==> src/rtl/seg_pkg.sv <==
// Glyph tables and lookup helpers shared by the seven-segment scan driver.
// Glyphs are active-low cathode patterns ordered {g,f,e,d,c,b,a}.
package seg_pkg;

  typedef enum logic {
    GLYPH_HEX    = 1'b0,
    GLYPH_LETTER = 1'b1
  } glyph_mode_e;

  localparam logic [6:0] SEG_BLANK = 7'b1111111;

  localparam logic [6:0] HEX_0 = 7'b1000000;
  localparam logic [6:0] HEX_1 = 7'b1111001;
  localparam logic [6:0] HEX_2 = 7'b0100100;
  localparam logic [6:0] HEX_3 = 7'b0110000;
  localparam logic [6:0] HEX_4 = 7'b0011001;
  localparam logic [6:0] HEX_5 = 7'b0010010;
  localparam logic [6:0] HEX_6 = 7'b0000010;
  localparam logic [6:0] HEX_7 = 7'b1111000;
  localparam logic [6:0] HEX_8 = 7'b0000000;
  localparam logic [6:0] HEX_9 = 7'b0010000;
  localparam logic [6:0] HEX_A = 7'b0001000;
  localparam logic [6:0] HEX_B = 7'b0000011;
  localparam logic [6:0] HEX_C = 7'b1000110;
  localparam logic [6:0] HEX_D = 7'b0100001;
  localparam logic [6:0] HEX_E = 7'b0000110;
  localparam logic [6:0] HEX_F = 7'b0001110;

  localparam logic [6:0] LET_E = 7'b0000110;
  localparam logic [6:0] LET_N = 7'b0101011;
  localparam logic [6:0] LET_D = 7'b0100001;
  localparam logic [6:0] LET_P = 7'b0001100;
  localparam logic [6:0] LET_O = 7'b1000000;
  localparam logic [6:0] LET_I = 7'b1001111;
  localparam logic [6:0] LET_T = 7'b0000111;
  localparam logic [6:0] LET_Q = 7'b0011000;
  localparam logic [6:0] LET_U = 7'b1000001;
  localparam logic [6:0] LET_A = 7'b0001000;
  localparam logic [6:0] LET_R = 7'b0101111;

  function automatic logic [6:0] hex_glyph(input logic [3:0] nib);
    logic [6:0] g;
    case (nib)
      4'h0:    g = HEX_0;
      4'h1:    g = HEX_1;
      4'h2:    g = HEX_2;
      4'h3:    g = HEX_3;
      4'h4:    g = HEX_4;
      4'h5:    g = HEX_5;
      4'h6:    g = HEX_6;
      4'h7:    g = HEX_7;
      4'h8:    g = HEX_8;
      4'h9:    g = HEX_9;
      4'hA:    g = HEX_A;
      4'hB:    g = HEX_B;
      4'hC:    g = HEX_C;
      4'hD:    g = HEX_D;
      4'hE:    g = HEX_E;
      4'hF:    g = HEX_F;
      default: g = SEG_BLANK;
    endcase
    return g;
  endfunction

  // Codes past the last letter render dark.
  function automatic logic [6:0] letter_glyph(input logic [3:0] nib);
    logic [6:0] g;
    case (nib)
      4'h0:    g = LET_E;
      4'h1:    g = LET_N;
      4'h2:    g = LET_D;
      4'h3:    g = LET_P;
      4'h4:    g = LET_O;
      4'h5:    g = LET_I;
      4'h6:    g = LET_T;
      4'h7:    g = LET_Q;
      4'h8:    g = LET_U;
      4'h9:    g = LET_A;
      4'hA:    g = LET_R;
      default: g = SEG_BLANK;
    endcase
    return g;
  endfunction

endpackage

==> src/rtl/seg_glyph_rom.sv <==
// Combinational nibble-to-glyph lookup selecting the hex or letter set.
module seg_glyph_rom
  import seg_pkg::*;
(
  input  logic [3:0] nibble_i,
  input  logic       mode_i,
  output logic [6:0] glyph_o
);

  always_comb begin
    glyph_o = SEG_BLANK;
    if (mode_i == GLYPH_LETTER) begin
      glyph_o = letter_glyph(nibble_i);
    end else begin
      glyph_o = hex_glyph(nibble_i);
    end
  end

endmodule

==> src/rtl/seg_scan_driver.sv <==
// Multiplexed seven-segment scan driver with PWM brightness, blink, blanking
// and a shadow register that commits new content only at frame boundaries.
module seg_scan_driver
  import seg_pkg::*;
#(
  parameter int DIGITS  = 8,
  parameter int DIV_W   = 10,
  parameter int BLINK_W = 6
) (
  input  logic                  clk_i,
  input  logic                  rst_i,
  input  logic [4*DIGITS-1:0]   data_i,
  input  logic [DIGITS-1:0]     dp_i,
  input  logic [DIGITS-1:0]     blank_i,
  input  logic [DIGITS-1:0]     blink_i,
  input  logic                  mode_i,
  input  logic [3:0]            bright_i,
  input  logic                  load_i,
  output logic [DIGITS-1:0]     an_o,
  output logic [6:0]            seg_o,
  output logic                  dp_o,
  output logic                  frame_o
);

  localparam int IDX_W = $clog2(DIGITS);
  localparam logic [IDX_W-1:0] IDX_LAST = IDX_W'(DIGITS - 1);
  localparam logic [DIV_W-1:0] DIV_LAST = '1;

  logic [DIV_W-1:0]    div_q, div_d;
  logic [IDX_W-1:0]    idx_q, idx_d;
  logic [BLINK_W-1:0]  frame_cnt_q, frame_cnt_d;

  logic [4*DIGITS-1:0] pend_data_q, pend_data_d, act_data_q, act_data_d;
  logic [DIGITS-1:0]   pend_dp_q, pend_dp_d, act_dp_q, act_dp_d;
  logic [DIGITS-1:0]   pend_blank_q, pend_blank_d, act_blank_q, act_blank_d;
  logic [DIGITS-1:0]   pend_blink_q, pend_blink_d, act_blink_q, act_blink_d;
  logic                pend_mode_q, pend_mode_d, act_mode_q, act_mode_d;

  logic [DIGITS-1:0]   an_q, an_d;
  logic [6:0]          seg_q, seg_d;
  logic                dp_q, dp_d;
  logic                frame_q, frame_d;

  logic                boundary_s;
  logic [3:0]          cur_nib_s;
  logic [3:0]          level_s;
  logic                lit_s;
  logic [6:0]          glyph_s;

  seg_glyph_rom u_glyph_rom (
    .nibble_i (cur_nib_s),
    .mode_i   (act_mode_q),
    .glyph_o  (glyph_s)
  );

  // Scan counters and shadow registers; a load coinciding with the boundary
  // reaches the active copy through pend_*_d in the same cycle.
  always_comb begin
    boundary_s = (div_q == DIV_LAST) && (idx_q == IDX_LAST);
    div_d      = div_q + DIV_W'(1);
    idx_d      = idx_q;
    if (div_q == DIV_LAST) begin
      if (idx_q == IDX_LAST) begin
        idx_d = '0;
      end else begin
        idx_d = idx_q + IDX_W'(1);
      end
    end else begin
      idx_d = idx_q;
    end

    pend_data_d  = pend_data_q;
    pend_dp_d    = pend_dp_q;
    pend_blank_d = pend_blank_q;
    pend_blink_d = pend_blink_q;
    pend_mode_d  = pend_mode_q;
    if (load_i) begin
      pend_data_d  = data_i;
      pend_dp_d    = dp_i;
      pend_blank_d = blank_i;
      pend_blink_d = blink_i;
      pend_mode_d  = mode_i;
    end else begin
      pend_data_d  = pend_data_q;
    end

    frame_cnt_d = frame_cnt_q;
    act_data_d  = act_data_q;
    act_dp_d    = act_dp_q;
    act_blank_d = act_blank_q;
    act_blink_d = act_blink_q;
    act_mode_d  = act_mode_q;
    if (boundary_s) begin
      frame_cnt_d = frame_cnt_q + BLINK_W'(1);
      act_data_d  = pend_data_d;
      act_dp_d    = pend_dp_d;
      act_blank_d = pend_blank_d;
      act_blink_d = pend_blink_d;
      act_mode_d  = pend_mode_d;
    end else begin
      frame_cnt_d = frame_cnt_q;
    end
  end

  // Pin values for the digit currently being scanned.
  always_comb begin
    cur_nib_s = act_data_q[{idx_q, 2'b00} +: 4];
    level_s   = div_q[DIV_W-1 -: 4];
    lit_s     = !act_blank_q[idx_q]
             && !(act_blink_q[idx_q] && frame_cnt_q[BLINK_W-1])
             && (level_s <= bright_i);
    an_d      = '1;
    seg_d     = SEG_BLANK;
    dp_d      = 1'b1;
    if (lit_s) begin
      an_d  = ~(DIGITS'(1'b1) << idx_q);
      seg_d = glyph_s;
      dp_d  = ~act_dp_q[idx_q];
    end else begin
      an_d  = '1;
    end
    frame_d = boundary_s;
  end

  always_ff @(posedge clk_i or posedge rst_i) begin
    if (rst_i) begin
      div_q        <= '0;
      idx_q        <= '0;
      frame_cnt_q  <= '0;
      pend_data_q  <= '0;
      pend_dp_q    <= '0;
      pend_blank_q <= '0;
      pend_blink_q <= '0;
      pend_mode_q  <= 1'b0;
      act_data_q   <= '0;
      act_dp_q     <= '0;
      act_blank_q  <= '0;
      act_blink_q  <= '0;
      act_mode_q   <= 1'b0;
      an_q         <= '1;
      seg_q        <= SEG_BLANK;
      dp_q         <= 1'b1;
      frame_q      <= 1'b0;
    end else begin
      div_q        <= div_d;
      idx_q        <= idx_d;
      frame_cnt_q  <= frame_cnt_d;
      pend_data_q  <= pend_data_d;
      pend_dp_q    <= pend_dp_d;
      pend_blank_q <= pend_blank_d;
      pend_blink_q <= pend_blink_d;
      pend_mode_q  <= pend_mode_d;
      act_data_q   <= act_data_d;
      act_dp_q     <= act_dp_d;
      act_blank_q  <= act_blank_d;
      act_blink_q  <= act_blink_d;
      act_mode_q   <= act_mode_d;
      an_q         <= an_d;
      seg_q        <= seg_d;
      dp_q         <= dp_d;
      frame_q      <= frame_d;
    end
  end

  assign an_o    = an_q;
  assign seg_o   = seg_q;
  assign dp_o    = dp_q;
  assign frame_o = frame_q;

endmodule

==> config.mk <==
export PLATFORM = sky130hd
export DESIGN_NAME = seg_scan_driver
export DESIGN_NICKNAME = d
export VERILOG_FILES = /design/src/rtl/seg_pkg.sv /design/src/rtl/seg_glyph_rom.sv /design/src/rtl/seg_scan_driver.sv
export SDC_FILE = /design/constraint.sdc
export NUM_CORES = 1
export LEC_CHECK = 0
export ABC_AREA = 1
export ABC_CLOCK_PERIOD_IN_PS = 5900
export CORE_MARGIN = 1
export CORE_UTILIZATION = 30
export CTS_BUF_LIST = sky130_fd_sc_hd__clkbuf_4
export CTS_CLUSTER_DIAMETER = 40
export DETAILED_ROUTE_END_ITERATION = 8
export SLEW_MARGIN = 10
export SYNTH_ARGS = -nofsm -noshare
export SYNTH_HDL_FRONTEND = slang
export SYNTH_SLANG_ARGS = --single-unit
==> constraint.sdc <==
create_clock -name clk_i -period 5.9 [get_ports clk_i]
set_input_delay 0.59 -clock clk_i [delete_from_list [all_inputs] [get_ports clk_i]]
set_output_delay 0.59 -clock clk_i [all_outputs]
set_load 0.02 [all_outputs]
==> results of run 1 <==
-- logic make-up after synthesis --
logic type      synth area share [%]
flops                           53.7
simple gates                    16.7
compound gates                  7.06
xor+xnor                        1.62
buf+inv                         8.30
mux                             9.14
fa+ha+maj                       3.39
-- how the worst max path moves through the flow --
stage / start / end / slack (ns)
finish: idx_q[1]$_DFFE_PP0N_ / seg_o[3]$_DFF_PP1_ / 3.20
global route: idx_q[1]$_DFFE_PP0N_ / frame_cnt_q[3]$_DFFE_PP0P_ / 2.95
CTS: idx_q[1]$_DFFE_PP0N_ / frame_cnt_q[3]$_DFFE_PP0P_ / 3.18
detailed placement: idx_q[1]$_DFFE_PP0N_ / frame_cnt_q[3]$_DFFE_PP0P_ / 3.20
global placement: idx_q[1]$_DFFE_PP0N_ / frame_cnt_q[3]$_DFFE_PP0P_ / 3.23
floorplan: rst_i / act_blank_q[0]$_DFFE_PP0P_ / 1.30
-- routing by layer --
metal	global-route usage [%]	part of all wire [%]	vias up
met5	0	0	-
met2	20.7	46	111
li1	-	-	2398
met3	3.18	4.0	32
met4	6.13	2.9	0
met1	16.7	47	2255
-- synth_stat cells (2+ instances only) --
library cell,n
sky130_fd_sc_hd__inv_1,76
sky130_fd_sc_hd__nor2_4,3
sky130_fd_sc_hd__inv_2,2
sky130_fd_sc_hd__dfstp_2,16
sky130_fd_sc_hd__buf_4,5
sky130_fd_sc_hd__clkbuf_1,4
sky130_fd_sc_hd__dfrtp_1,134
sky130_fd_sc_hd__nand3_1,64
sky130_fd_sc_hd__o21ai_2,26
sky130_fd_sc_hd__mux2_2,57
sky130_fd_sc_hd__buf_8,6
sky130_fd_sc_hd__a21oi_1,7
sky130_fd_sc_hd__xor2_1,11
sky130_fd_sc_hd__buf_2,8
sky130_fd_sc_hd__o21ai_1,25
sky130_fd_sc_hd__o21ai_0,20
sky130_fd_sc_hd__buf_6,9
sky130_fd_sc_hd__xnor2_1,2
sky130_fd_sc_hd__nand2_1,171
sky130_fd_sc_hd__nand4_1,4
sky130_fd_sc_hd__ha_1,19
sky130_fd_sc_hd__nand2_2,10
sky130_fd_sc_hd__nor2_1,12
-- area by class of cell --
class                           count  share of cell area, %
Antenna cell                        1                 0.0303
Clock buffer                       17                   1.54
Clock inverter                     15                   2.04
Inverter                           79                   3.68
Multi-Input combinational cell    437                   32.2
Sequential cell                   150                   45.6
Tap cell                          313                   4.74
Timing Repair Buffer               85                   10.1
-- flip-flops by register name (all words and copies together) (netlist names), 6 cells and up --
register / count
act_data_q: 32
pend_data_q: 32
div_q: 10
act_blank_q: 8
act_blink_q: 8
act_dp_q: 8
an_o: 8
pend_blank_q: 8
pend_blink_q: 8
pend_dp_q: 8
seg_o: 7
frame_cnt_q: 6
-- power groups by stage --
stage	sequential, mW	clock [mW]	combinational, mW
floorplan	1.09	0	0.0730
global placement	1.09	0	0.136
detailed placement	1.10	0	0.135
CTS	1.08	0.688	0.136
global route	1.08	0.729	0.146
finish	1.08	0.667	0.132
-- metrics by stage --
step	power (mW)	util, %	cell area [um2]
global placement	1.23	35.0	7970
global route	1.95	36.3	8270
CTS	1.90	36.3	8260
finish	1.87	36.3	8270
detailed placement	1.23	35.0	7970
floorplan	1.17	-	7020
==> impl_metrics.sql, run 1 <==
INSERT INTO impl_metrics (metric_group, metric, value, unit) VALUES
('outcome', 'outcome', 'finished clean', ''),
('die', 'die-width', '155', 'um'),
('timing', 'report.final.slew_viol_count', '0', ''),
('layout', 'layout.cells.non_filler', '1097', ''),
('pwr', 'leakagePower', '3.61', 'nW'),
('clock_network', 'tritoncts', 'yes', ''),
('timing', 'final.setup.worst_slack', '3.20', 'ns'),
('layout', 'layout-area-overhead-vs-synth', '17.7', '%'),
('detailed_routing', 'wire_per_inst', '13.1', 'um'),
('detailed_routing', 'finalWirelength', '14400', 'um'),
('setup_path', 'timing.critical_path.slowest_cell_delay', '0.78', 'ns'),
('clock_network', 'post_cts.resized_instances', '0', ''),
('layout', 'mostFrequentLayoutCell', 'sky130_fd_sc_hd__nand2_1', ''),
('timing', 'post-route-min-period', '2.70', 'ns'),
('clock_network', 'htreeDepth', '4', ''),
('setup_path', 'critical_path.reg2reg.startpoint', 'idx_q[1]$_DFFE_PP0N_', ''),
('clock_network', 'worst_skew_late_latency', '0.56', 'ns'),
('placed_design', 'finalWeightedCongestion', '0.812', ''),
('detailed_routing', 'route.antenna.remaining_nets', '0', ''),
('grt', 'global_route.overflow_total', '0', ''),
('timing', 'clock-skew-final', '0.0140', 'ns'),
('yosys', 'yosysWarningCount', '0', ''),
('timing', 'worst-slew-pin-transition', '0.969', 'ns'),
('grt', 'globalRouteTotalUtil', '13.1', '%'),
('setup_path', 'kind_of_critical_path', 'flop to flop', ''),
('detailed_routing', 'detail_route.iter0.violations', '307', ''),
('timing', 'fin_setup_tns', '0', 'ns'),
('layout', 'post_route_cells_drive_above_1_share', '19.9', '%'),
('die', 'pin_count', '81', ''),
('setup_path', 'regToRegEndpoint', 'seg_o[3]$_DFF_PP1_', ''),
('yosys', 'synthesis.area_per_instance', '10.1', 'um2'),
('die', 'effective_utilization_at_floorplan', '30.8', '%'),
('detailed_routing', 'via_count', '4796', ''),
('grt', 'grt_pass1_vias', '4896', ''),
('pwr', 'cellPowerDensity', '227', 'nW/um2'),
('yosys', 'synth-main-ff-cell', 'sky130_fd_sc_hd__dfrtp_1', ''),
('yosys', 'postSynthCellCount', '698', ''),
('timing', 'setup_viol', '0', ''),
('setup_path', 'timing.critical_path.slowest_stage_cell', 'sky130_fd_sc_hd__dfrtp_1', ''),
('clock_network', 'cts_num_sinks', '150', ''),
('die', 'floorplan.die_area', '24000', 'um2'),
('detailed_routing', 'avgViaCountPerCell', '4.37', ''),
('yosys', 'synth_edf_count', '0', ''),
('placed_design', 'post_dp_hpwl', '9880', 'um'),
('pwr', 'seqPwrFrac', '57.4', '%'),
('yosys', 'ys_types', '30', ''),
('setup_path', 'path_buf_inv', '2', ''),
('layout', 'most-common-layout-cells', 'sky130_fd_sc_hd__nand2_1, sky130_fd_sc_hd__dfrtp_1, sky130_fd_sc_hd__clkdlybuf4s50_1', ''),
('flow_run', 'max_cap_viol_count', '0', ''),
('clock_network', 'cts_hold_repair_buffers', '0', ''),
('timing', 'grt_setup_unrepaired', 'false', ''),
('setup_path', 'timing.critical_path.depth', '10', ''),
('setup_path', 'cp-start-kind', 'flop', ''),
('timing', 'relSlewSlack', '35.4', '%'),
('yosys', 'synthDominantAreaCellType', 'sky130_fd_sc_hd__dfrtp_1', ''),
('layout', 'fillCellCount', '2302', ''),
('timing', 'max_clock_freq', '370', 'MHz'),
('layout', 'multi_input_area', '2670', 'um2'),
('clock_network', 'cts_buffers', '17', ''),
('yosys', 'netlist_top_cells_area', 'sky130_fd_sc_hd__dfrtp_1, sky130_fd_sc_hd__mux2_2, sky130_fd_sc_hd__nand2_1', ''),
('clock_network', 'postCtsSetupBuffers', '0', ''),
('pwr', 'netSwitchingPower', '0.471', 'mW'),
('setup_path', 'maximum_fanout_encountered_on_the_critical_timing_path', '17', ''),
('yosys', 'ys_seq_elements', '150', ''),
('setup_path', 'endpoint_kind', 'flop', ''),
('pwr', 'p_comb_share', '7.0', '%'),
('pwr', 'netSwitchingFraction', '25.1', '%'),
('setup_path', 'crit_required', '6.39', 'ns'),
('clock_network', 'cts.clk_slew.worst_paths', '0.13', 'ns'),
('grt', 'grt_start_max_net_pins', '109', ''),
('pwr', 'power.internal', '1.40', 'mW');
Note: power is estimated with default switching activity, not from simulation.
==> run 2: changes to the inputs <==
ABC_CLOCK_PERIOD_IN_PS = 2600   (was 5900)
clock period = 2.6 ns   (was 5.9 ns; I/O delays follow)
==> impl_metrics.sql, run 2 (synthesized netlist as in run 1, its figures left out) <==
INSERT INTO impl_metrics (metric_group, metric, value, unit) VALUES
('outcome', 'outcome', 'finished clean', ''),
('worst_hold_path', 'worst_hold_path_type', 'input port to asynchronous set/reset pin', ''),
('clock_network', 'tritoncts', 'yes', ''),
('timing', 'worst-slew-pin-transition', '0.599', 'ns'),
('flow_run', 'max_cap_viol_count', '0', ''),
('clock_network', 'cts.clk_slew.worst_paths', '0.13', 'ns'),
('grt', 'grt_met2_usage', '20.7', '%'),
('clock_network', 'cts_hold_repair_buffers', '0', ''),
('clock_network', 'clock_tree_buffer_depth', '2', ''),
('detailed_routing', 'drc', '0', ''),
('grt', 'grt_antenna_before_repair', '1', ''),
('grt', 'global_route.overflow_total', '0', ''),
('timing', 'clock-skew-final', '0.0199', 'ns'),
('grt', 'grt_start_max_net_pins', '90', ''),
('die', 'die-width', '155', 'um'),
('timing', 'finalHoldViolCount', '0', ''),
('grt', 'globalRouteTotalUtil', '13.2', '%'),
('detailed_routing', 'via_count', '4786', ''),
('layout', 'layout-area-overhead-vs-synth', '19.7', '%'),
('setup_path', 'cp-start-kind', 'flop', ''),
('detailed_routing', 'avgViaCountPerCell', '4.33', ''),
('grt', 'grt_pass1_vias', '4857', ''),
('pwr', 'cellPowerDensity', '507', 'nW/um2'),
('die', 'effective_utilization_at_floorplan', '30.8', '%'),
('timing', 'grt_setup_unrepaired', 'false', ''),
('timing', 'fin_setup_tns', '0', 'ns'),
('layout', 'mostFrequentLayoutCell', 'sky130_fd_sc_hd__nand2_1', ''),
('clock_network', 'htreeDepth', '4', ''),
('pwr', 'leakagePower', '3.67', 'nW'),
('clock_network', 'cts_buffers', '17', ''),
('die', 'floorplan.die_area', '24000', 'um2'),
('die', 'design.core.area', '22800', 'um2'),
('detailed_routing', 'detail_route.iter0.violations', '382', ''),
('layout', 'most-common-layout-cells', 'sky130_fd_sc_hd__nand2_1, sky130_fd_sc_hd__dfrtp_1, sky130_fd_sc_hd__clkdlybuf4s50_1', ''),
('detailed_routing', 'detailedRoute.firstPassIterationCount', '7', ''),
('detailed_routing', 'finalWirelength', '14700', 'um'),
('die', 'num_rows', '55', ''),
('timing', 'report.final.slew_viol_count', '0', ''),
('die', 'pin_count', '81', ''),
('detailed_routing', 'route.antenna.remaining_nets', '0', ''),
('setup_path', 'crit_required', '3.07', 'ns'),
('layout', 'design.final.nets', '863', ''),
('layout', 'reg.largest.list', 'act_data_q x32, pend_data_q x32, div_q x10', ''),
('detailed_routing', 'wire_per_inst', '13.3', 'um'),
('pwr', 'vdd_ir_drop_max', '0.213', 'mV'),
('placed_design', 'port_buffers', '80', ''),
('timing', 'post-route-period-util', '83.8', '%'),
('grt', 'most_crowded_layer_after_global_routing', 'met2', ''),
('setup_path', 'maximum_fanout_encountered_on_the_critical_timing_path', '28', ''),
('setup_path', 'endpoint_kind', 'flop', ''),
('setup_path', 'timing.critical_path.from', 'idx_q[0]$_DFFE_PP0N_', ''),
('setup_path', 'kind_of_critical_path', 'flop to flop', ''),
('layout', 'post_route_cells_drive_above_1_share', '20.7', '%'),
('placed_design', 'dp_worst_setup_slack', '0.276', 'ns'),
('placed_design', 'finalWeightedCongestion', '0.891', ''),
('setup_path', 'critical_path_at', '2.65', 'ns'),
('setup_path', 'critical_path.reg2reg.startpoint', 'idx_q[0]$_DFFE_PP0N_', ''),
('grt', 'groute.layer.met3.usage', '3.65', '%'),
('placed_design', 'post_dp_hpwl', '10500', 'um'),
('clock_network', 'worst_skew_late_latency', '0.55', 'ns'),
('clock_network', 'clk_root_buffer_cell', 'sky130_fd_sc_hd__clkbuf_4', ''),
('grt', 'grt.met1_usage', '17.6', '%'),
('timing', 'final.hold.worst_slack', '0.115', 'ns'),
('timing', 'final.setup.worst_slack', '0.422', 'ns'),
('grt', 'wire_length_of_the_first_global_routing_pass', '24900', 'um'),
('clock_network', 'post_cts.resized_instances', '0', ''),
('timing', 'relSlewSlack', '60.0', '%'),
('timing', 'max_clock_freq', '459', 'MHz'),
('die', 'die_height', '155', 'um'),
('clock_network', 'postCtsSetupBuffers', '0', ''),
('clock_network', 'cts_num_sinks', '150', ''),
('timing', 'post-route-min-period', '2.18', 'ns'),
('timing', 'setup_viol', '0', '');
run 2: cell types whose count changed in the layout (fill, tap and decap cells not counted), sizes merged:
| cell | delta |
|---|---|
| clkinvlp | +4 |
| clkinv | -2 |
| inv | -6 |
| clkbuf | +2 |
| bufinv | +1 |
| buf | +10 |
run 2: final timing paths:
path,cells after the start,to,slack (ns)
min in group clk_i,2,pend_data_q[0]$_DFF_PP0_,0.23
max,11,seg_o[3]$_DFF_PP1_,0.42
min,2,pend_data_q[13]$_DFF_PP0_,0.12
min reg2reg,1,div_q[0]$_DFF_PP0_,0.47
max in group asynchronous,3,seg_o[3]$_DFF_PP1_,1.72
max reg2reg,11,seg_o[3]$_DFF_PP1_,0.42
run 2: layer usage:
layer	vias up	share of wire, %
met5	-	0
met4	0	0.79
met3	5	4.4
met2	95	48
met1	2271	47
li1	2415	-
run 2: critical path: stages, from the launching register on:
cell and delay [ns]:
sky130_fd_sc_hd__dfrtp_1 0.52, sky130_fd_sc_hd__inv_4 0.29, sky130_fd_sc_hd__nand2_1 0.09, sky130_fd_sc_hd__nand3_1 0.08, sky130_fd_sc_hd__nand2_1 0.06, sky130_fd_sc_hd__o21ai_2 0.26, sky130_fd_sc_hd__inv_1 0.15, sky130_fd_sc_hd__ha_1 0.23
sky130_fd_sc_hd__nand2_1 0.11, sky130_fd_sc_hd__o21ai_0 0.11, sky130_fd_sc_hd__a21oi_1 0.14, sky130_fd_sc_hd__nand2_1 0.07
run 2: power by group:
group          internal, mW  switching [mW]
combinational         0.178           0.135
sequential             2.42          0.0192
clock                 0.682           0.823
total                  3.28           0.976
run 2: area by class of cell:
cell class	count	area [um2]
Timing Repair Buffer	95	971
Multi-Input combinational cell	437	2670
Sequential cell	150	3770
Antenna cell	1	2.50
Clock buffer	19	143
Clock inverter	12	154
Tap cell	313	392
Inverter	79	303
Fill cell	2262	14400
run 2: through the flow:
stage / utilization (%) / total power, mW / instances / instance area (um2)
floorplan: - / 2.65 / 698 / 7030
global placement: 35.6 / 2.80 / 1074 / 8100
detailed placement: 35.6 / 2.80 / 1074 / 8100
CTS: 36.9 / 4.34 / 1105 / 8400
global route: 36.9 / 4.47 / 1106 / 8400
finish: 36.9 / 4.26 / 1106 / 8400
==> run 3: changes to the inputs <==
ABC_CLOCK_PERIOD_IN_PS = 2100   (was 2600)
clock period = 2.1 ns   (was 2.6 ns; I/O delays follow)
==> impl_metrics.sql, run 3 (synthesized netlist as in run 1, its figures left out) <==
INSERT INTO impl_metrics (metric_group, metric, value, unit) VALUES
('timing', 'fin_setup_tns', '0', 'ns'),
('detailed_routing', 'route.antenna.remaining_nets', '0', ''),
('layout', 'most-common-layout-cells', 'sky130_fd_sc_hd__nand2_1, sky130_fd_sc_hd__dfrtp_1, sky130_fd_sc_hd__clkdlybuf4s50_1', ''),
('die', 'effective_utilization_at_floorplan', '30.8', '%'),
('grt', 'grt.met1_usage', '16.5', '%'),
('placed_design', 'port_buffers', '80', ''),
('grt', 'groute.layer.met3.usage', '3.90', '%'),
('placed_design', 'placedCellCount', '1086', ''),
('detailed_routing', 'detailedRoute.firstPassIterationCount', '5', ''),
('detailed_routing', 'wire_per_inst', '13.3', 'um'),
('setup_path', 'crit_required', '2.59', 'ns'),
('worst_hold_path', 'worst_hold_path_type', 'input port to asynchronous set/reset pin', ''),
('grt', 'global_route.overflow_total', '0', ''),
('layout', 'fillCellCount', '2291', ''),
('layout', 'mostFrequentLayoutCell', 'sky130_fd_sc_hd__nand2_1', ''),
('grt', 'grt_pass1_vias', '4869', ''),
('grt', 'globalRouteTotalUtil', '13.2', '%'),
('outcome', 'outcome', 'finished clean', ''),
('layout', 'finish.instance_area', '8660', 'um2'),
('placed_design', 'post_dp_hpwl', '10400', 'um'),
('die', 'die-width', '155', 'um'),
('clock_network', 'cts_hold_repair_buffers', '0', ''),
('die', 'die_height', '155', 'um'),
('clock_network', 'worst_skew_late_latency', '0.54', 'ns'),
('clock_network', 'cts_buffers', '17', ''),
('detailed_routing', 'drc', '0', ''),
('detailed_routing', 'finalWirelength', '14900', 'um'),
('clock_network', 'tritoncts', 'yes', ''),
('grt', 'most_crowded_layer_after_global_routing', 'met2', ''),
('clock_network', 'clock_tree_buffer_depth', '2', ''),
('clock_network', 'cts.clk_slew.worst_paths', '0.13', 'ns'),
('grt', 'grt_antenna_before_repair', '1', ''),
('timing', 'clock-skew-final', '0.0168', 'ns'),
('timing', 'post-route-min-period', '2.00', 'ns'),
('clock_network', 'cts_num_sinks', '150', ''),
('setup_path', 'kind_of_critical_path', 'flop to flop', ''),
('setup_path', 'endpoint_kind', 'flop', ''),
('placed_design', 'finalWeightedCongestion', '0.866', ''),
('setup_path', 'worstRegToRegCells', '11', ''),
('timing', 'relSlewSlack', '69.3', '%'),
('timing', 'post-route-period-util', '95.0', '%'),
('timing', 'worst-slew-pin-transition', '0.461', 'ns'),
('timing', 'max_clock_freq', '501', 'MHz'),
('grt', 'grt_start_max_net_pins', '84', ''),
('grt', 'grt_met2_usage', '21.6', '%'),
('clock_network', 'htreeDepth', '4', ''),
('pwr', 'vdd_ir_drop_max', '0.289', 'mV'),
('detailed_routing', 'avgViaCountPerCell', '4.36', ''),
('die', 'floorplan.die_area', '24000', 'um2'),
('clock_network', 'clk_root_buffer_cell', 'sky130_fd_sc_hd__clkbuf_4', ''),
('pwr', 'leakagePower', '3.80', 'nW'),
('flow_run', 'max_cap_viol_count', '0', ''),
('grt', 'wire_length_of_the_first_global_routing_pass', '24500', 'um'),
('die', 'pin_count', '81', ''),
('die', 'num_rows', '55', ''),
('setup_path', 'cp-start-kind', 'flop', ''),
('pwr', 'cellPowerDensity', '618', 'nW/um2'),
('layout', 'design.final.nets', '882', ''),
('detailed_routing', 'detail_route.iter0.violations', '246', ''),
('layout', 'layout.cells.non_filler', '1126', ''),
('layout', 'reg.largest.list', 'act_data_q x32, pend_data_q x32, div_q x10', ''),
('layout', 'layout-area-overhead-vs-synth', '23.4', '%'),
('pwr', 'post-layout-total-power', '5.35', 'mW'),
('timing', 'setup_viol', '0', ''),
('setup_path', 'maximum_fanout_encountered_on_the_critical_timing_path', '17', ''),
('timing', 'finalHoldViolCount', '0', ''),
('timing', 'report.final.slew_viol_count', '0', ''),
('layout', 'post_route_cells_drive_above_1_share', '22.6', '%'),
('detailed_routing', 'via_count', '4907', ''),
('setup_path', 'critical_path_at', '2.49', 'ns'),
('placed_design', 'placement.cell_area', '8240', 'um2'),
('die', 'design.core.area', '22800', 'um2');
[run 3: changes by cell type in the layout (fill, tap and decap cells not counted), sizes merged]
| cell | before | now |
|---|---|---|
| buf | 16 | 33 |
| clkinv | 2 | 6 |
| clkbuf | 19 | 22 |
| clkinvlp | 6 | 3 |
| inv | 80 | 77 |
| bufinv | 3 | 4 |
| diode | 1 | 2 |
[run 3: cell type report]
type                            instances  area (um2)  area share (%)
Antenna cell                            2        5.00          0.0578
Clock inverter                         11         158            1.82
Sequential cell                       150        3770            43.6
Clock buffer                           20         150            1.73
Multi-Input combinational cell        437        2680            30.9
Tap cell                              313         392            4.52
Timing Repair Buffer                  114        1200            13.8
Inverter                               79         305            3.52
[run 3: power breakdown]
part	total (mW)	switching, mW	leakage, nW	internal, mW
registers	3.02	0.0232	1.60	3.00
logic	0.378	0.164	2.04	0.214
clock network	1.96	0.993	0.164	0.964
total	5.35	1.18	3.80	4.17
[run 3: worst paths after layout]
kind	start	end	slack (ns)
max	idx_q[0]$_DFFE_PP0N_	seg_o[1]$_DFF_PP1_	0.10
min	rst_i	pend_data_q[12]$_DFF_PP0_	0.13
max reg2reg	idx_q[0]$_DFFE_PP0N_	seg_o[1]$_DFF_PP1_	0.10
min reg2reg	div_q[0]$_DFF_PP0_	div_q[0]$_DFF_PP0_	0.46
max in group asynchronous	rst_i	dp_o$_DFF_PP1_	1.54
min in group clk_i	load_i	pend_dp_q[5]$_DFF_PP0_	0.29
[run 3: metrics by stage]
step                hold slack (ns)  setup slack, ns  utilization (%)
floorplan                     0.378           0.0141                -
global placement              0.435           0.0892             36.2
detailed placement            0.447           0.0551             36.2
CTS                          0.0977           0.0927             37.5
global route                  0.108         -0.00932             38.0
finish                        0.131            0.104             38.0
[run 3: repair_timing]
item,4_1_cts,5_1_grt
resized for setup,0,4
buffers inserted,0,5
endpoints found under the setup margin,0,27
[run 3: critical path, cell delays in order, from the launching register on]
cell and delay, ns:
sky130_fd_sc_hd__dfrtp_2 0.45, sky130_fd_sc_hd__clkinv_4 0.15, sky130_fd_sc_hd__buf_4 0.18, sky130_fd_sc_hd__nand2_1 0.06, sky130_fd_sc_hd__nand3_1 0.06, sky130_fd_sc_hd__nand3_1 0.13, sky130_fd_sc_hd__o21ai_4 0.11, sky130_fd_sc_hd__ha_1 0.41
sky130_fd_sc_hd__nand3_1 0.13, sky130_fd_sc_hd__nor2_1 0.12, sky130_fd_sc_hd__nor2_1 0.06, sky130_fd_sc_hd__nand3_1 0.08
[run 3: metal layers]
layer / wire length (um) / vias up / share of wire (%)
li1: - / 2460 / -
met1: 7100 / 2346 / 48
met2: 7050 / 88 / 47
met3: 610 / 13 / 4.1
met4: 158 / 0 / 1.1
met5: 0 / - / 0
